$ cat src/rtl/bp_be_fe_queue_ctrl_if.sv
// rtl/bp_be_fe_queue_ctrl_if.sv - FE/BE queue controller handshake bundle
interface bp_be_fe_queue_ctrl_if #(
    parameter int fe_queue_width_p = 128,
    parameter int fe_cmd_width_p   = 128
);
    logic [fe_queue_width_p-1:0] fe_queue_i;
    logic                        fe_queue_v_i;
    logic                        fe_queue_ready_o;
    logic [fe_queue_width_p-1:0] issue_pkt_o;
    logic                        issue_v_o;
    logic                        issue_yumi_i;
    logic                        commit_v_i;
    logic                        roll_v_i;
    logic [fe_cmd_width_p-1:0]   cmd_i;
    logic                        cmd_nonattaboy_i;
    logic                        cmd_v_i;
    logic                        cmd_ready_o;
    logic [fe_cmd_width_p-1:0]   fe_cmd_o;
    logic                        fe_cmd_v_o;
    logic                        fe_cmd_yumi_i;
    logic                        drain_o;

    modport slave (
        input  fe_queue_i, fe_queue_v_i, issue_yumi_i, commit_v_i, roll_v_i,
               cmd_i, cmd_nonattaboy_i, cmd_v_i, fe_cmd_yumi_i,
        output fe_queue_ready_o, issue_pkt_o, issue_v_o, cmd_ready_o,
               fe_cmd_o, fe_cmd_v_o, drain_o
    );

    modport master (
        output fe_queue_i, fe_queue_v_i, issue_yumi_i, commit_v_i, roll_v_i,
               cmd_i, cmd_nonattaboy_i, cmd_v_i, fe_cmd_yumi_i,
        input  fe_queue_ready_o, issue_pkt_o, issue_v_o, cmd_ready_o,
               fe_cmd_o, fe_cmd_v_o, drain_o
    );
endinterface

$ cat src/rtl/bp_be_fe_queue_ctrl.sv
// rtl/bp_be_fe_queue_ctrl.sv - speculative fetch FIFO plus command FIFO with redirect drain
module bp_be_fe_queue_ctrl #(
    parameter int fe_queue_width_p = 128,
    parameter int fe_cmd_width_p   = 128,
    parameter int fe_queue_els_p   = 8,
    parameter int fe_cmd_els_p     = 4
) (
    input logic                   clk_i,
    input logic                   reset_n_i,
    bp_be_fe_queue_ctrl_if.slave  bus
);
    localparam int QPW = $clog2(fe_queue_els_p) + 1;
    localparam int CPW = $clog2(fe_cmd_els_p) + 1;

    typedef enum logic [0:0] {e_run, e_drain} state_e;

    state_e                      r_state, w_state_n;
    logic [QPW-1:0]              r_wr, r_rd, r_cmt;
    logic [QPW-1:0]              w_wr_n, w_rd_n, w_cmt_n, w_occ;
    logic [CPW-1:0]              r_cwr, r_crd, r_pend, w_pend_n, w_cocc;
    logic [fe_queue_width_p-1:0] r_qmem [fe_queue_els_p];
    logic [fe_cmd_width_p:0]     r_cmem [fe_cmd_els_p];
    logic [fe_cmd_width_p:0]     w_head;
    logic                        w_drain, w_full, w_cfull, w_cempty;
    logic                        w_q_enq, w_cmd_enq, w_cmd_deq, w_flush;
    logic                        w_pend_inc, w_pend_dec;

    assign w_drain  = (r_state == e_drain);
    assign w_occ    = r_wr - r_cmt;
    assign w_full   = (w_occ == QPW'(fe_queue_els_p));
    assign w_cocc   = r_cwr - r_crd;
    assign w_cfull  = (w_cocc == CPW'(fe_cmd_els_p));
    assign w_cempty = (r_cwr == r_crd);
    assign w_head   = r_cmem[r_crd[CPW-2:0]];

    assign w_cmd_enq  = bus.cmd_v_i & ~w_cfull;
    assign w_cmd_deq  = bus.fe_cmd_yumi_i & ~w_cempty;
    assign w_flush    = w_cmd_enq & bus.cmd_nonattaboy_i;
    assign w_pend_inc = w_flush;
    assign w_pend_dec = w_cmd_deq & w_head[fe_cmd_width_p];
    // Packets arriving while draining or in the flush cycle are accepted and discarded.
    assign w_q_enq    = bus.fe_queue_v_i & ~w_full & ~w_drain & ~w_flush;

    assign bus.fe_queue_ready_o = w_drain | ~w_full;
    assign bus.issue_v_o        = (r_rd != r_wr) & ~w_drain;
    assign bus.issue_pkt_o      = r_qmem[r_rd[QPW-2:0]];
    assign bus.cmd_ready_o      = ~w_cfull;
    assign bus.fe_cmd_v_o       = ~w_cempty;
    assign bus.fe_cmd_o         = w_head[fe_cmd_width_p-1:0];
    assign bus.drain_o          = w_drain;

    always_comb begin
        w_wr_n  = r_wr;
        w_rd_n  = r_rd;
        w_cmt_n = r_cmt;
        if (w_flush) begin
            w_wr_n = r_cmt;
            w_rd_n = r_cmt;
        end else begin
            if (w_q_enq)
                w_wr_n = r_wr + QPW'(1);
            if (bus.commit_v_i)
                w_cmt_n = r_cmt + QPW'(1);
            // Replay restarts from the post-commit pointer and beats a same-cycle issue.
            if (bus.roll_v_i)
                w_rd_n = w_cmt_n;
            else if (bus.issue_yumi_i)
                w_rd_n = r_rd + QPW'(1);
        end
    end

    always_comb begin
        w_pend_n = r_pend;
        if (w_pend_inc && !w_pend_dec)
            w_pend_n = r_pend + CPW'(1);
        else if (!w_pend_inc && w_pend_dec)
            w_pend_n = r_pend - CPW'(1);
    end

    always_comb begin
        w_state_n = r_state;
        case (r_state)
            e_run:   if (w_flush) w_state_n = e_drain;
            e_drain: if (!w_flush && w_pend_n == '0) w_state_n = e_run;
            default: w_state_n = e_run;
        endcase
    end

    always_ff @(posedge clk_i or negedge reset_n_i) begin
        if (!reset_n_i) begin
            r_state <= e_run;
            r_wr    <= '0;
            r_rd    <= '0;
            r_cmt   <= '0;
            r_cwr   <= '0;
            r_crd   <= '0;
            r_pend  <= '0;
        end else begin
            r_state <= w_state_n;
            r_wr    <= w_wr_n;
            r_rd    <= w_rd_n;
            r_cmt   <= w_cmt_n;
            r_pend  <= w_pend_n;
            if (w_cmd_enq)
                r_cwr <= r_cwr + CPW'(1);
            if (w_cmd_deq)
                r_crd <= r_crd + CPW'(1);
        end
    end

    // Storage arrays carry no reset; pointers alone define what is valid.
    always_ff @(posedge clk_i) begin
        if (w_q_enq)
            r_qmem[r_wr[QPW-2:0]] <= bus.fe_queue_i;
        if (w_cmd_enq)
            r_cmem[r_cwr[CPW-2:0]] <= {bus.cmd_nonattaboy_i, bus.cmd_i};
    end

    a_commit_has_issued: assert property (@(posedge clk_i) disable iff (!reset_n_i)
        bus.commit_v_i |-> (r_rd != r_cmt));
    a_yumi_when_valid: assert property (@(posedge clk_i) disable iff (!reset_n_i)
        bus.issue_yumi_i |-> bus.issue_v_o);
endmodule

$ cat src/flat_wrapper.sv
// flat-port wrapper written by rule: the top's interface ports become plain ports
module bp_be_fe_queue_ctrl_flat 
#(
    parameter int fe_queue_width_p = 128,
    parameter int fe_cmd_width_p   = 128,
    parameter int fe_queue_els_p   = 8,
    parameter int fe_cmd_els_p     = 4
)
  (clk_i, reset_n_i, bus_fe_queue_i, bus_fe_queue_v_i, bus_issue_yumi_i, bus_commit_v_i, bus_roll_v_i, bus_cmd_i, bus_cmd_nonattaboy_i, bus_cmd_v_i, bus_fe_cmd_yumi_i, bus_fe_queue_ready_o, bus_issue_pkt_o, bus_issue_v_o, bus_cmd_ready_o, bus_fe_cmd_o, bus_fe_cmd_v_o, bus_drain_o);
  bp_be_fe_queue_ctrl_if #(.fe_queue_width_p(fe_queue_width_p), .fe_cmd_width_p(fe_cmd_width_p)) bus_i ();
  input logic clk_i;
  input logic reset_n_i;
  input wire logic [$bits(bus_i.fe_queue_i)-1:0] bus_fe_queue_i;
  input wire logic [$bits(bus_i.fe_queue_v_i)-1:0] bus_fe_queue_v_i;
  input wire logic [$bits(bus_i.issue_yumi_i)-1:0] bus_issue_yumi_i;
  input wire logic [$bits(bus_i.commit_v_i)-1:0] bus_commit_v_i;
  input wire logic [$bits(bus_i.roll_v_i)-1:0] bus_roll_v_i;
  input wire logic [$bits(bus_i.cmd_i)-1:0] bus_cmd_i;
  input wire logic [$bits(bus_i.cmd_nonattaboy_i)-1:0] bus_cmd_nonattaboy_i;
  input wire logic [$bits(bus_i.cmd_v_i)-1:0] bus_cmd_v_i;
  input wire logic [$bits(bus_i.fe_cmd_yumi_i)-1:0] bus_fe_cmd_yumi_i;
  output wire logic [$bits(bus_i.fe_queue_ready_o)-1:0] bus_fe_queue_ready_o;
  output wire logic [$bits(bus_i.issue_pkt_o)-1:0] bus_issue_pkt_o;
  output wire logic [$bits(bus_i.issue_v_o)-1:0] bus_issue_v_o;
  output wire logic [$bits(bus_i.cmd_ready_o)-1:0] bus_cmd_ready_o;
  output wire logic [$bits(bus_i.fe_cmd_o)-1:0] bus_fe_cmd_o;
  output wire logic [$bits(bus_i.fe_cmd_v_o)-1:0] bus_fe_cmd_v_o;
  output wire logic [$bits(bus_i.drain_o)-1:0] bus_drain_o;
  assign bus_i.fe_queue_i = bus_fe_queue_i;
  assign bus_i.fe_queue_v_i = bus_fe_queue_v_i;
  assign bus_i.issue_yumi_i = bus_issue_yumi_i;
  assign bus_i.commit_v_i = bus_commit_v_i;
  assign bus_i.roll_v_i = bus_roll_v_i;
  assign bus_i.cmd_i = bus_cmd_i;
  assign bus_i.cmd_nonattaboy_i = bus_cmd_nonattaboy_i;
  assign bus_i.cmd_v_i = bus_cmd_v_i;
  assign bus_i.fe_cmd_yumi_i = bus_fe_cmd_yumi_i;
  assign bus_fe_queue_ready_o = bus_i.fe_queue_ready_o;
  assign bus_issue_pkt_o = bus_i.issue_pkt_o;
  assign bus_issue_v_o = bus_i.issue_v_o;
  assign bus_cmd_ready_o = bus_i.cmd_ready_o;
  assign bus_fe_cmd_o = bus_i.fe_cmd_o;
  assign bus_fe_cmd_v_o = bus_i.fe_cmd_v_o;
  assign bus_drain_o = bus_i.drain_o;
  bp_be_fe_queue_ctrl #(.fe_queue_width_p(fe_queue_width_p), .fe_cmd_width_p(fe_cmd_width_p), .fe_queue_els_p(fe_queue_els_p), .fe_cmd_els_p(fe_cmd_els_p)) u_core (.clk_i(clk_i), .reset_n_i(reset_n_i), .bus(bus_i));
endmodule
$ cat config.mk
export PLATFORM = sky130hd
export DESIGN_NAME = bp_be_fe_queue_ctrl_flat
export DESIGN_NICKNAME = d
export VERILOG_FILES = /design/src/rtl/bp_be_fe_queue_ctrl_if.sv /design/src/rtl/bp_be_fe_queue_ctrl.sv /design/src/flat_wrapper.sv
export SDC_FILE = /design/constraint.sdc
export NUM_CORES = 1
export LEC_CHECK = 0
export CELL_PAD_IN_SITES_DETAIL_PLACEMENT = 0
export CELL_PAD_IN_SITES_GLOBAL_PLACEMENT = 2
export CORE_UTILIZATION = 25
export DETAILED_ROUTE_END_ITERATION = 10
export PLACE_DENSITY = 0.49
export SLEW_MARGIN = 10
export SYNTH_ARGS = -nofsm -noshare
export SYNTH_HDL_FRONTEND = slang
export SYNTH_SLANG_ARGS = --single-unit
$ cat constraint.sdc
create_clock -name clk_i -period 15.6 [get_ports clk_i]
set_input_delay 3.12 -clock clk_i [delete_from_list [all_inputs] [get_ports clk_i]]
set_output_delay 3.12 -clock clk_i [all_outputs]
set_load 0.1 [all_outputs]
Yosys cells after proc, flatten, opt, wreduce, memory -nomap -nowiden
Memory sizes are Yosys's and may differ from the RTL's.
Index checks and enable logic that the tools add are counted.

word-level totals
  memories kept = 2
  bits in writable memories = 1540
  bits in registers = 22
  logic and storage cells = 59
  input bits = 265

cells by class
  add/sub/neg operators = 9
  multiplexer cells = 15
  equality and inequality tests = 4
  reduce and logical (&&, ||, !) cells = 8
  bitwise operators = 14

memory list
  name           depth  width  rd ports  clocked after Yosys merged registers in  wr ports  RTL line                   text
  u_core.r_qmem  8      128    1         0                                        1         bp_be_fe_queue_ctrl.sv:21  logic [fe_queue_width_p-1:0] r_qmem [fe_queue_els_p];
  u_core.r_cmem  4      129    1         0                                        1         bp_be_fe_queue_ctrl.sv:22  logic [fe_cmd_width_p:0] r_cmem [fe_cmd_els_p];

operator list
  kind                 count
  $mux 4               6
  $add 4x1->4 const B  3
  $add 3x1->3 const B  3
  $and 1x1->1          8
  $mux 1               6
  $mux 3               2
  $not 1->1            5
  $eq 4x4->1 const B   1
  $ne 4x4->1           1
  $sub 4x4->4          1
  $eq 3x3->1           1
  $eq 3x3->1 const B   1
  $logic_and 1x1->1    3
  $logic_not 3->1      1
  $reduce_bool 3->1    1
  $sub 3x1->3 const B  1
  $sub 3x3->3          1
  $logic_not 1->1      2
  $pmux 1 s2           1
  $reduce_bool 2->1    1
  $or 1x1->1           1

Logic depth before layout (Yosys ltp)
  word-level depth = 13
  gate-level depth with buffers = 11

Worst setup path after synthesis
OpenSTA, ideal clock, no wires.

  kind = input -> register
  start = input port bus_cmd_nonattaboy_i
  end = memory u_core.r_qmem[6][0] (enable)
  slack = 5709 ps
  stages on the path = 4
  data arrival time = 9274 ps
  library setup time = 617 ps
  path through = and2_0 and3_4 or3_4 nor2_1

on the way
  cells in the longest elaborated chain, start to end = 5

ends and longest elaborated chain
  item                          RTL line                    text
  start: declaration            flat_wrapper.sv:19          input wire logic [$bits(bus_i.cmd_nonattaboy_i)-1:0] bus_cmd_nonattaboy_i;
  $and 1x1->1                   bp_be_fe_queue_ctrl.sv:38   assign w_flush = w_cmd_enq & bus.cmd_nonattaboy_i;
  $not 1->1                     bp_be_fe_queue_ctrl.sv:42   assign w_q_enq = bus.fe_queue_v_i & ~w_full & ~w_drain & ~w_flush;
  $and 1x1->1                   bp_be_fe_queue_ctrl.sv:42
  $mux 1                        bp_be_fe_queue_ctrl.sv:113  if (w_q_enq)
  $mux 1 (not written as such)  bp_be_fe_queue_ctrl.sv:114  r_qmem[r_wr[QPW-2:0]] <= bus.fe_queue_i;
  end: declaration              bp_be_fe_queue_ctrl.sv:21

Every way passes these cells.

Worst setup path after layout
  start = register u_core.r_rd[0]
  end = output port bus_issue_pkt_o[63]

on the way
  cells in the longest elaborated chain, start to end = 1

ends and longest elaborated chain
  item                      RTL line                    text
  start: declaration        bp_be_fe_queue_ctrl.sv:18   logic [QPW-1:0] r_wr, r_rd, r_cmt;
  start signal: assignment  bp_be_fe_queue_ctrl.sv:101  r_rd <= w_rd_n;
  $mem_v2 8x128             -
  end: declaration          flat_wrapper.sv:23          output wire logic [$bits(bus_i.issue_pkt_o)-1:0] bus_issue_pkt_o;

Every way passes these cells.

==> results <==
- The TritonCTS clock tree is built.
- The max-capacitance violation count is 0.
- The synthesized instance count is 2339.
- The final worst-path cycle share is 55.1%.
- The synthesized netlist net count is 2619.
- The ratio of cells with drive above 1 in the final layout is 26.9%.
- The number of synthesized flops with an enable pin is 1540.
- The setup check on the worst reg-to-reg path leaves a slack of 9.73 ns.
- Walking the worst path, the cells encountered are buf_4 > buf_12 > mux4_2 > mux2_2 > clkdlybuf4s50_1.
- 526 I/O pins were placed.
- The remaining antenna violation count after routing is 0.
- CTS placed an instance of clkbuf_16 at the clock tree root.
- The dominant cell by count in the synthesized netlist is edfxtp_1.
- Summed over all layers, the routed wires come to 154 mm.
- Dividing the detail-routed wire length by the instance count gives 24.9 um.
- The combined global-route utilization of all metal layers is 13.0%.
- The total of cells resized after clock tree synthesis is 0.
- A synthesized cell averages 25.0 sq um.
- The number of clock sinks seen by CTS is 1562.
- The flow ran to the end, and the final reports show no timing, DRC or antenna violations.
- The largest area contributor in the netlist is edfxtp_1.
- Among all stages on the critical path, the largest delay is contributed by clkdlybuf4s50_1.
- The number of library cell types mapped by synthesis is 44.
- The commonest cells after synthesis are edfxtp_1, mux4_2, mux2_2.
- The post-CTS setup repair buffer count is 0.
- The total clock buffers created by CTS is 175.
- The cell area after technology mapping is 58500 sq um.
- The worst clock skew on the final layout is 0.0769 ns.
- The floorplan step defined a die boundary enclosing 236000 sq um.
- In this run, synthesis produced a sequential element count of 1562.
- The effective utilization at floorplan is 25.1%.
- The type of element capturing the critical path is an output port.
- Setup violations remaining at the end of the flow were counted as 0.
- The total negative setup slack is 0 ns.
- The area share of the largest cell type after synthesis is 79.1%.
- At the pin with the least slew margin, the transition time is 1.34 ns.
- The longest clock path from root to sink contains 3 buffers.
- The type of the worst min-delay path is flip-flop to flip-flop.
- The critical path is of the flip-flop to output port type.
- The height of the die is 486 um.
- For this run, the slowest stage of the critical path takes 1.09 ns.
- The clock insertion delay at the later pin of the skew report is 0.84 ns.
- The number of buffer cells added on primary ports is 525.
- Entering global routing, the biggest net connects 140 pins.
- The final critical-path required period is 8.59 ns.
- In the routed design, unresolved DRC markers number 0.
- The launching element type of the critical path is a flip-flop.
- The floorplan step defined a core boundary enclosing 233000 sq um.
- The site row count is 177.
- Detailed routing inserted a total of 26492 vias.
- The final estimated routing congestion in global placement is 0.718.
- The first-pass iteration count of the detailed router is 4.
- Relative to the synthesized area, the layout overhead comes to 25.2%.
- The first-pass GRT wire length is 217 mm.
- The number of global-route vias before repair is 28947.
- For this run the aggregate overflow at the end of global routing stands at 0.
- The hold buffer count at CTS is 0.
- By area the synthesized netlist is led by edfxtp_1, mux4_2, mux2_2.
- The die boundary width is 486 um.
- CTS built an H-tree with a depth of 4.
- The initial antenna violation count is 83.
- The average vias per placed instance is 4.29.
- The hold violation total from the final report is 0.
- The clock-pin slew on the worst setup and hold paths is 0.05 ns.
- The highest net fanout along the worst path is 112.
- STA puts the critical path data required time at 12.48 ns.
- The max-slew violation total from the final report is 0.
- The arrival time of data at the critical path endpoint is 5.47 ns.
- The timing-limited maximum frequency is 0.116 GHz.
- Of all flip-flops after synthesis, the portion carrying an async set or reset was 1.41%.
- The Yosys warning count is 0.
- Summed over all nets, the half-perimeter wirelength after detailed placement is 91.8 mm.
- The number of DRC markers in iteration 0 is 1405.
- The register area share after synthesis is 80.1%.
- Setup repair after global routing left no endpoint under its margin.
- For this run, the post-layout net count is 3249.
- The flip-flop cell with the highest count after synthesis is edfxtp_1.
- Measured against its own limit, the worst slew margin works out to 10.5%.
layout make-up:
| class | instances | area, sq um |
|---|---|---|
| antenna | 18 | 45.0 |
| clock buffer | 213 | 4540 |
| clock inverter | 114 | 1150 |
| fill | 22084 | 159000 |
| inverter | 12 | 45.0 |
| multi-input combinational | 654 | 11200 |
| sequential | 1562 | 46800 |
| tap | 3043 | 3810 |
| timing repair buffer | 564 | 5600 |
flip-flops by register name, summed over array words and instances (netlist names):
name                count
u_core.r_qmem        1024
u_core.r_cmt            4
u_core.r_cwr            3
u_core.r_cmem         516
u_core.r_pend           3
u_core.r_rd             4
u_core.r_crd            3
u_core.r_wr             4
u_core.bus.drain_o      1
layer usage:
layer	GRT usage [%]	wire [um]	vias to the layer above
met2	21.1	73600	732
li1	-	-	11343
met5	0	540	-
met4	4.25	4210	78
met1	14.9	59600	14010
met3	6.38	15900	329
placed cells by master (no fill, tap or decap), types with 6 or more instances in the layout:
cell type	instances
mux4_2	385
edfxtp_1	1540
o21ai_0	7
nand3_1	8
clkinv_16	7
clkinvlp_4	9
nor2_4	6
bufinv_16	13
clkbuf_16	176
diode_2	18
dfrtp_1	17
clkbuf_1	37
clkinv_1	38
inv_1	12
buf_12	7
xnor2_1	18
buf_4	40
nand2_1	18
mux2_2	130
clkinv_2	34
ha_1	15
clkdlybuf4s50_1	513
critical path, delay by kind of cell (launching register included):
kind                   cells  cell delay, ns
DFF                        1            0.98
buffers and inverters      3            2.57
muxes                      2            0.89
through the flow:
step	std cells	instance area, sq um	hold WS, ns	setup slack, ns	util [%]
2_1_floorplan	2339	58500	0.480	5.71	-
3_3_place_gp	5835	67500	0.496	7.34	29.0
3_5_place_dp	5835	67500	0.523	7.37	29.0
4_1_cts	6162	73200	0.530	6.68	31.5
5_1_grt	6168	73200	0.546	6.56	31.5
6_report	6180	73200	0.532	7.01	31.5
path summary, 6_finish.rpt:
kind / start / endpoint / cells after the start
min in group asynchronous: reset_n_i / u_core.r_crd[1] / 2
max in group asynchronous: reset_n_i / u_core.r_rd[0] / 2
setup reg to reg: u_core.r_crd[0] / u_core.r_qmem[1][69] / 9
hold / removal: u_core.r_cwr[2] / u_core.r_cwr[2] / 1
setup / recovery: u_core.r_rd[0] / bus_issue_pkt_o[63] / 5
hold reg to reg: u_core.r_cwr[2] / u_core.r_cwr[2] / 1
cell families after synthesis:
kind of cell               synth area share [%]
buffers and inverters                     0.884
DFF                                        80.1
xor gates and xnor gates                  0.368
adders and majority gates                 0.338
muxes                                      17.4
and+or+nand+nor                           0.655
AOI/OAI and AO/OA                         0.328
Power is not shown: default switching activity piles up to over one toggle a cycle in this logic, so the estimate is an artifact.
